--- src/rtl/gt_pkg.sv ---
// Global time generator shared types.
// Also imported by timestamp latches that consume gtout.
package gt_pkg;

    localparam int GT_CNT_WIDTH = 22;

    typedef enum logic [1:0] {
        UNSYNC   = 2'b00,
        RUN      = 2'b01,
        HOLDOVER = 2'b10
    } gt_state_e;

    function automatic logic [2:0] popcount6(input logic [5:0] v);
        logic [2:0] s;
        s = '0;
        for (int i = 0; i < 6; i++) begin
            s = s + {2'b00, v[i]};
        end
        return s;
    endfunction

endpackage

--- src/rtl/gtgen_phase.sv ---
// Trigger phase encoder.
// Popcount of the oversampled thermometer code, one register stage.
module gtphase_enc
    import gt_pkg::*;
(
    input  logic       extclk,
    input  logic       reset,
    input  logic [5:0] raw,
    output logic [2:0] phase
);

    always_ff @(posedge extclk) begin
        if (reset) begin
            phase <= '0;
        end else begin
            phase <= popcount6(raw);
        end
    end

endmodule

--- src/rtl/gtgen.sv ---
// Global time counter aligned to the master sync pulse.
// Tracks lock, missed sync periods and misaligned syncs.
module gtgen
    import gt_pkg::*;
#(
    parameter int CNT_WIDTH = GT_CNT_WIDTH,
    parameter int MISS_MAX  = 2,
    parameter int ERR_WIDTH = 8
) (
    input  logic                 extclk,
    input  logic                 reset,
    input  logic                 gtsync,
    input  logic [5:0]           raw,
    output logic [CNT_WIDTH-1:0] gtout,
    output logic [2:0]           phase,
    output logic                 wrap,
    output logic                 locked,
    output logic [ERR_WIDTH-1:0] errcnt
);

    localparam int MW = (MISS_MAX < 2) ? 1 : $clog2(MISS_MAX + 1);

    gt_state_e            state_q, state_d;
    logic [CNT_WIDTH-1:0] cnt_d;
    logic [ERR_WIDTH-1:0] err_d;
    logic [MW-1:0]        miss_q, miss_d, miss_inc;
    logic                 at_top;

    assign at_top   = &gtout;
    assign wrap     = at_top && (state_q != UNSYNC);
    assign miss_inc = miss_q + MW'(1);

    always_ff @(posedge extclk) begin
        if (reset) begin
            state_q <= UNSYNC;
            gtout   <= '0;
            errcnt  <= '0;
            miss_q  <= '0;
            locked  <= 1'b0;
        end else begin
            state_q <= state_d;
            gtout   <= cnt_d;
            errcnt  <= err_d;
            miss_q  <= miss_d;
            locked  <= (state_q == RUN);
        end
    end

    always_comb begin
        state_d = state_q;
        cnt_d   = gtout + CNT_WIDTH'(1);
        err_d   = errcnt;
        miss_d  = miss_q;
        unique case (state_q)
            UNSYNC: begin
                cnt_d = '0;
                if (gtsync) begin
                    cnt_d   = CNT_WIDTH'(1);
                    miss_d  = '0;
                    state_d = RUN;
                end
            end
            RUN, HOLDOVER: begin
                if (gtsync && !at_top) begin
                    // Re-anchor epoch zero to the master's pulse
                    cnt_d   = '0;
                    err_d   = (&errcnt) ? errcnt : errcnt + ERR_WIDTH'(1);
                    miss_d  = '0;
                    state_d = RUN;
                end else if (gtsync) begin
                    miss_d  = '0;
                    state_d = RUN;
                end else if (at_top && state_q == RUN) begin
                    miss_d = miss_inc;
                    if (miss_inc == MW'(MISS_MAX)) begin
                        state_d = HOLDOVER;
                    end
                end
            end
            default: begin
                state_d = UNSYNC;
                cnt_d   = '0;
            end
        endcase
    end

    gtphase_enc u_phase (
        .extclk (extclk),
        .reset  (reset),
        .raw    (raw),
        .phase  (phase)
    );

endmodule

--- config.mk ---
export PLATFORM = sky130hd
export DESIGN_NAME = gtgen
export DESIGN_NICKNAME = d
export VERILOG_FILES = /design/src/rtl/gt_pkg.sv /design/src/rtl/gtgen_phase.sv /design/src/rtl/gtgen.sv
export SDC_FILE = /design/constraint.sdc
export NUM_CORES = 1
export LEC_CHECK = 0
export BUFFER_PORTS_ARGS = -buffer_cell sky130_fd_sc_hd__buf_2
export CELL_PAD_IN_SITES_DETAIL_PLACEMENT = 1
export CELL_PAD_IN_SITES_GLOBAL_PLACEMENT = 2
export CORE_UTILIZATION = 32
export CTS_CLUSTER_SIZE = 10
export DETAILED_ROUTE_END_ITERATION = 6
export HOLD_SLACK_MARGIN = 0.05
export PLACE_DENSITY = 0.79
export SLEW_MARGIN = 0
export SYNTH_ARGS = -nofsm -noshare
export SYNTH_HDL_FRONTEND = slang
export SYNTH_SLANG_ARGS = --single-unit
export TNS_END_PERCENT = 100
--- constraint.sdc ---
create_clock -name extclk -period 2.75 [get_ports extclk]
set_input_delay 0.55 -clock extclk [delete_from_list [all_inputs] [get_ports extclk]]
set_output_delay 0.55 -clock extclk [all_outputs]
set_load 0.01 [all_outputs]
; ---- Word level (Yosys, flattened, before mapping)
; Index checks and enable logic that the tools add are counted.
[word_totals]
output_inout_bits = 35
regBits = 38
[op_classes]
n_addsub = 8
n_mux = 14
n_bitwise = 1
reduce_logical = 13
n_eq_ne = 6
[ops]
columns = op, count
row1 = case mux 22 bit (2 select lines), 1
row2 = adder 22 x 1 -> 22 bit (second input constant), 1
row3 = two-way mux 22 bit, 1
row4 = AND reduction 22 bit, 1
row5 = two-way mux 2 bit, 9
row6 = adder 3 x 1 -> 3 bit, 4
row7 = AND reduction 3 bit, 3
row8 = adder 8 x 1 -> 8 bit (second input constant), 1
row9 = != test 4 bit (second input constant), 2
row10 = case mux 2 bit (2 select lines), 2
row11 = AND reduction 8 bit, 1
row12 = equality test 2 bit (second input constant), 2
row13 = nonzero test 2 bit, 2
row14 = logical AND 1 bit, 3
row15 = adder 1 x 1 -> 2 bit, 1
row16 = adder 2 x 1 -> 2 bit (second input constant), 1
row17 = equality test 2 x 1 -> 1 bit (second input constant), 1
row18 = logical NOT 2 bit, 1
row19 = != test 2 bit (second input constant), 1
row20 = OR reduction 2 bit, 1
row21 = logical NOT 1 bit, 1
row22 = two-way mux 1 bit, 1
row23 = NOT 1 bit, 1

; ---- Longest topological paths before layout
; Gate-level depths: netlist of the first run.
[logic_depth]
ltp_word = 7
mapped_depth = 7
ltp_nobuf = 7

; ---- By module
; From an unflattened synthesis of the first run, not the netlist that was laid out.
[hier_totals]
hier_cells = 216
area_unflattened_um2 = 1885.6
[by_module_without_submodules]
columns = mod, cells_each, instances, seq_area_each_um2, area_per_inst_um2
row1 = gtgen, 198, 1, 700.7, 1704.1
row2 = gtphase_enc, 18, 1, 60.1, 181.4

; ---- Worst setup path after synthesis of the first run
; OpenSTA, ideal clock, no wires.
[synth_path]
kind = input port to flip-flop
start = input raw[0]
end = register u_phase.phase[1]
path_slack_ns = 0.367
stages = 7
setup_ns = 0.128
arrival_time_ns = 2.255
path_buffers = 0
path_cell_list = ha_1 > inv_1 > fa_1 > inv_1 > fa_1 > fa_1 > nor2b_1
[synth_via]
elab_chain_len = 5
[synth_lines]
columns = item, line
row1 = start: declaration, gtgen.sv:13  ; input logic [5:0] raw,
row2 = adder 1 x 1 -> 2 bit, gt_pkg.sv:17  ; s = s + {2'b00, v[i]};
row3 = adder 3 x 1 -> 3 bit (4 in a row), gt_pkg.sv:17
row4 = end signal: assignment, gtgen_phase.sv:16  ; phase <= popcount6(raw);
row5 = end: declaration, gtgen_phase.sv:9  ; output logic [2:0] phase
; Every way passes these cells.
; A chain may end at the register's enable or synchronous reset.

; ---- Final worst setup path of the first run
[layout_path]
start = register gtout[8]
end = output wrap
[layout_via]
elab_chain_len = 2
[layout_lines]
columns = item, line
row1 = start: declaration, gtgen.sv:14  ; output logic [CNT_WIDTH-1:0] gtout,
row2 = start signal: assignment, gtgen.sv:42  ; gtout <= cnt_d;
row3 = AND reduction 22 bit, gtgen.sv:29  ; assign at_top = &gtout;
row4 = logical AND 1 bit, gtgen.sv:30  ; assign wrap = at_top && (state_q != UNSYNC);
row5 = end: declaration, gtgen.sv:16  ; output logic wrap,
; Every way passes these cells.

==> results of run 1 <==
-- worst min-delay path, stage by stage (launching register included) --
cell and delay (ns):
dfxtp_1 0.33, o21ai_1 0.08, a211oi_1 0.07
-- through the flow --
stage / utilization (%) / cells / area [sq um] / total power (W) / hold slack [ns]
after floorplan: - / 228 / 2057 / 0.0007558 / 0.4866
after global placement: 39.02 / 342 / 2365 / 0.0008222 / 0.5069
after detailed placement: 39.02 / 342 / 2365 / 0.0008283 / 0.5233
after CTS: 40.88 / 349 / 2477 / 0.001325 / 0.5350
after global routing: 40.88 / 349 / 2477 / 0.001374 / 0.5639
final: 40.88 / 349 / 2477 / 0.001300 / 0.5205
-- metal layers --
layer  wire, microns  global-route usage (%)
met1            2285                   19.35
met2            2275                   25.37
met3             131                   3.187
met4              68                   5.263
met5               0                       0
-- Yosys cell counts, types with 2 or more instances --
library cell / count / area [sq um]
inv_1: 15 / 56.30
nand4_2: 2 / 25.02
xor2_1: 3 / 26.28
xnor2_1: 11 / 96.34
nor4_1: 5 / 31.28
nand2_1: 8 / 30.03
nand2b_1: 5 / 31.28
mux2_1: 10 / 112.6
ha_1: 8 / 100.1
dfxtp_1: 38 / 760.7
o21ai_0: 2 / 10.01
nor2b_1: 12 / 75.07
or4_4: 2 / 22.52
or3_1: 6 / 37.54
fa_1: 3 / 60.06
a211oi_1: 9 / 67.56
a21oi_1: 2 / 10.01
clkbuf_1: 6 / 22.52
nand3_1: 10 / 50.05
nor2_1: 14 / 52.55
mux2i_1: 2 / 20.02
nor3_1: 21 / 105.1
o21ai_1: 7 / 35.03
nand4_1: 5 / 31.28
-- logic make-up after synthesis --
kind of cell,count (synthesis),share of synthesized area (%)
and+or+nand+nor,102,29.20
DFF,38,36.98
AOI/OAI and AO/OA,28,9.368
buffers and inverters,23,4.257
xor gates and xnor gates,14,5.961
muxes,12,6.448
adders and majority gates,11,7.786
-- flip-flops by register name (all words and copies together), names as in the netlist --
register	count
u_phase.phase	3
miss_q	2
state_q	2
locked	1
gtout	22
errcnt	8
-- area by class of cell --
cell class / instances / area share (%)
Sequential cell: 38 / 30.71
Tap cell: 75 / 3.788
Timing Repair Buffer: 47 / 9.899
Inverter: 15 / 2.273
Multi-Input combinational cell: 167 / 48.79
Clock inverter: 1 / 1.212
Clock buffer: 6 / 3.333
-- power breakdown --
part           internal, W  leakage [nW]  switching (W)
sequential        0.000576         0.308      0.0000209
clock             0.000290        0.0573       0.000199
combinational    0.0000878         0.625       0.000127
-- worst paths after layout --
kind | to | depth (start not counted) | startpoint | slack (ns)
worst min-delay path | gtout[21] | 2 | gtout[21] | 0.52
worst max register to register | gtout[5] | 6 | gtout[8] | 0.60
worst max-delay path | wrap | 5 | gtout[8] | 0.38
worst min register to register | gtout[21] | 2 | gtout[21] | 0.52
==> summary.txt, run 1 <==
Final TNS setup - 0 ns
Sequential share of the synthesized area - 36.98%
Clk sinks - 38
Root cell of the clock tree - clkbuf_8
Final #Nets - 294
Layout area overhead - 20.44%
Peak supply drop - 0.2463 mV
Post-synth EDFFs - 0
Grt ovf - 0
DR vias - 1790
FF+latch area - 760.7 sq um
Crit-path leading delay family - simple AND/OR/NAND/NOR gates
Global Route Usage Sum - 15.22%
Clock Tree Buf Depth - 2
Gpl congestion - 0.7381
Post-Synthesis Cell Area - 2057 sq um
Vias in the first global route - 1709
Clock Pin Slew Worst Setup and Hold Paths - 0.08 ns
Setup crit start kind - flip-flop
Final count of hold timing violations - 0
Leak Pwr - 0.9897 nW
Pre-CTS setup slack - 0.1645 ns
Worst slew pin tran - 0.4485 ns
Mean Syn Cell Area - 9.022 sq um
Antenna violations before repair - 0
Classification of the worst setup path - reg2out
Vias per inst - 5.129
Max-Slew Margin vs Limit - 69.32%
Max-slew violations - 0
PD cells - 524.7 nW/um^2
Max H-tree Level - 2
Die Ht - 82.18 microns
CP max stage cell - nor4_1
Die Area - 6753 sq um
Most frequent cells in the layout - 43 x buf_2, 38 x dfxtp_1, 21 x nor3_1
Dpl hpwl - 3578 microns
DRT Wirelength - 4760 microns
CTS tree - built
Drc violations - 0
Multi-input logic area - 1209 sq um
Port bufs - 43
Routed Antenna Nets - 0
Syn_nets - 248
Fin Clk Skew - 0.008805 ns
Num CTS Buffers - 5
First-pass GRT wire length - 7907 microns
CP Capture Type - output pin
Worst setup margin - 0.3832 ns
Die W - 82.18 microns
Ys async rst share - 0%
Crit path DAT - 1.82 ns
Post-synthesis cell count - 228
PostCTS Resize Cnt - 0
Outcome - complete, no violations
Fin crit share - 86.07%
Layout cell share with drive strength beyond 1 - 23.36%
Max Fclk - 422.5 MHz
Commonest non-fill, non-tap cell in the layout - buf_2
I/O pin cnt - 44
Slowest cell delay on critical path - 0.49 ns
CP Data Required Time - 2.20 ns
RSZ-0062 raised after global routing - no
Post-CTS Setup Inserts - 0
Clock latency on the worst-skew pair - 0.29 ns
Final setup fails - 0
Final min period - 2.367 ns
CP max FO - 8
Filler Cells Inserted - 725
Drt first pass iters - 4
Initial DRC Count - 58
Post-synth cell types - 46
WP buf/inv - 1
# hold bufs at CTS - 0
Cell Rows - 28
Largest net degree at the start of global routing - 30
Max_cap viols - 0
Core area - 6061 sq um
Flops & latches, synth - 38
Initial core utilization - 33.94%
Diodes inserted - 0
Most used DFF post-synth - dfxtp_1
Synthesis Warnings - 0
Critical Path, Cell by Cell - nand4_2 > nor4_1 > nand2_1 > nor2_1 > buf_2
Worst hold path class - reg2reg
Routed len/inst - 13.64 microns
Note: power is estimated with default switching activity, not from simulation.
==> run 2, diff against run 1 <==
- BUFFER_PORTS_ARGS: -buffer_cell sky130_fd_sc_hd__buf_2 -> not set
- CORE_UTILIZATION: 32 -> 33
- DONT_BUFFER_PORTS: not set -> 1
- PLACE_DENSITY: 0.79 -> not set
- PLACE_DENSITY_LB_ADDON: not set -> 0.2
==> run 2 against run 1 <==
Against the previous run: hold slack lost 0.20 ns; setup slack got worse by 0.15 ns; sequential power increased by 1%; register-to-register slack lost 0.09 ns; via count shrank 7.4%; combinational power is 15% lower.
==> summary.txt, run 2 (synthesized netlist as in run 1, its figures left out) <==
Max H-tree Level - 2
Layout cell share with drive strength beyond 1 - 10.34%
FF-to-FF path depth - 5
Final setup fails - 0
Commonest non-fill, non-tap cell in the layout - dfxtp_1
Core area - 5956 sq um
Outcome - complete, no violations
Final core utilization - 37.71%
Post-CTS Setup Inserts - 0
Critical Path, Cell by Cell - ha_1 > nand4_4 > nor3_2 > nand2_1 > nor2_1
Num CTS Buffers - 5
Diodes inserted - 0
Hold WS - 0.3225 ns
Routed Antenna Nets - 0
Die W - 80.95 microns
Multi-input logic area - 1219 sq um
Max_cap viols - 0
Vias per inst - 5.401
I/O pin cnt - 44
CP max FO - 9
Most frequent cells in the layout - 38 x dfxtp_1, 21 x nor3_1, 15 x inv_1
Reg with most FFs - gtout
DRT Wirelength - 4920 microns
CTS tree - built
Max Fclk - 397.5 MHz
CP Capture Type - output pin
Leak Pwr - 0.7588 nW
Top flop regs - gtout (22), errcnt (8), u_phase.phase (3)
Port bufs - 0
First-pass GRT wire length - 8286 microns
Clock Tree Buf Depth - 2
Antenna violations before repair - 0
FF+latch area - 760.7 sq um
Initial DRC Count - 53
Gpl congestion - 0.6725
Slowest cell delay on critical path - 0.46 ns
Layout area overhead - 9.185%
Drc violations - 0
RSZ-0062 raised after global routing - no
PostCTS Resize Cnt - 0
Worst hold path class - in2reg
Critical Path Sink - wrap
Root cell of the clock tree - clkbuf_8
Drt first pass iters - 4
Largest net degree at the start of global routing - 30
Clock Pin Slew Worst Setup and Hold Paths - 0.08 ns
Grt ovf - 0
Max FFs per register - 22
CP Data Required Time - 2.20 ns
Post-place instance area - 2167 sq um
WP buf/inv - 0
Max-slew violations - 0
Filler Cells Inserted - 710
Crit. Startpoint - gtout[1]
Clock latency on the worst-skew pair - 0.29 ns
Fin Clk Skew - 0.008276 ns
Fin crit share - 91.48%
Die Area - 6553 sq um
CP max stage cell - dfxtp_1
Dpl hpwl - 3429 microns
Peak supply drop - 0.1912 mV
Final count of hold timing violations - 0
Initial core utilization - 34.54%
Crit path DAT - 1.97 ns
Crit-path leading delay family - simple AND/OR/NAND/NOR gates
Stages on the worst setup path - 5
# hold bufs at CTS - 0
Vias in the first global route - 1620
Final TNS setup - 0 ns
Cell Rows - 28
PD cells - 520.4 nW/um^2
Max-Slew Margin vs Limit - 27.89%
Final min period - 2.516 ns
Reg2reg start - gtout[1]
Final #Nets - 252
Design area - 2246 sq um
Classification of the worst setup path - reg2out
Die Ht - 80.95 microns
Clk sinks - 38
Setup crit start kind - flip-flop
Global Route Usage Sum - 16.49%
Worst slew pin tran - 1.075 ns
RR Endpoint - gtout[20]
Routed len/inst - 16.03 microns
DR vias - 1658
R2r setup slk - 0.51 ns
run 2: area by class of cell:
class / count / area share, %
Sequential cell: 38 / 33.87
Multi-Input combinational cell: 167 / 54.26
Timing Repair Buffer: 5 / 1.671
Inverter: 15 / 2.507
Tap cell: 75 / 4.178
Clock buffer: 5 / 3.064
Clock inverter: 2 / 0.4457
run 2: worst min-delay path by stage:
stage                           from               end  cells after the start  slack [ns]
final                          reset  u_phase.phase[0]                      1        0.32
after CTS                      reset  u_phase.phase[0]                      1        0.31
after floorplan           state_q[0]        state_q[0]                      2        0.49
after global placement    state_q[0]        state_q[0]                      2        0.51
after detailed placement  state_q[0]        state_q[0]                      2        0.54
after global routing           reset  u_phase.phase[2]                      1        0.32
run 2: where the power goes:
| group | switching, W | internal (W) | total (W) |
|---|---|---|---|
| Combinational | 0.000110 | 0.0000715 | 0.000181 |
| Sequential | 0.0000278 | 0.000576 | 0.000604 |
| Clock | 0.000213 | 0.000171 | 0.000384 |
run 2: stage by stage:
step,setup slack [ns],std cells,power (W)
2_1_floorplan,0.3673,228,0.0007558
3_3_place_gp,0.3598,300,0.0007979
3_5_place_dp,0.3150,300,0.0008004
4_1_cts,0.2024,307,0.001183
5_1_grt,0.07251,307,0.001229
6_report,0.2343,307,0.001169
run 2: metal layers:
metal | up-vias | routed length [microns] | global-route usage, %
met3 | 5 | 217 | 4.045
met4 | 0 | 56 | 4.821
met1 | 797 | 2371 | 21.90
met5 | - | 0 | 0
met2 | 33 | 2275 | 26.30
li1 | 823 | - | -
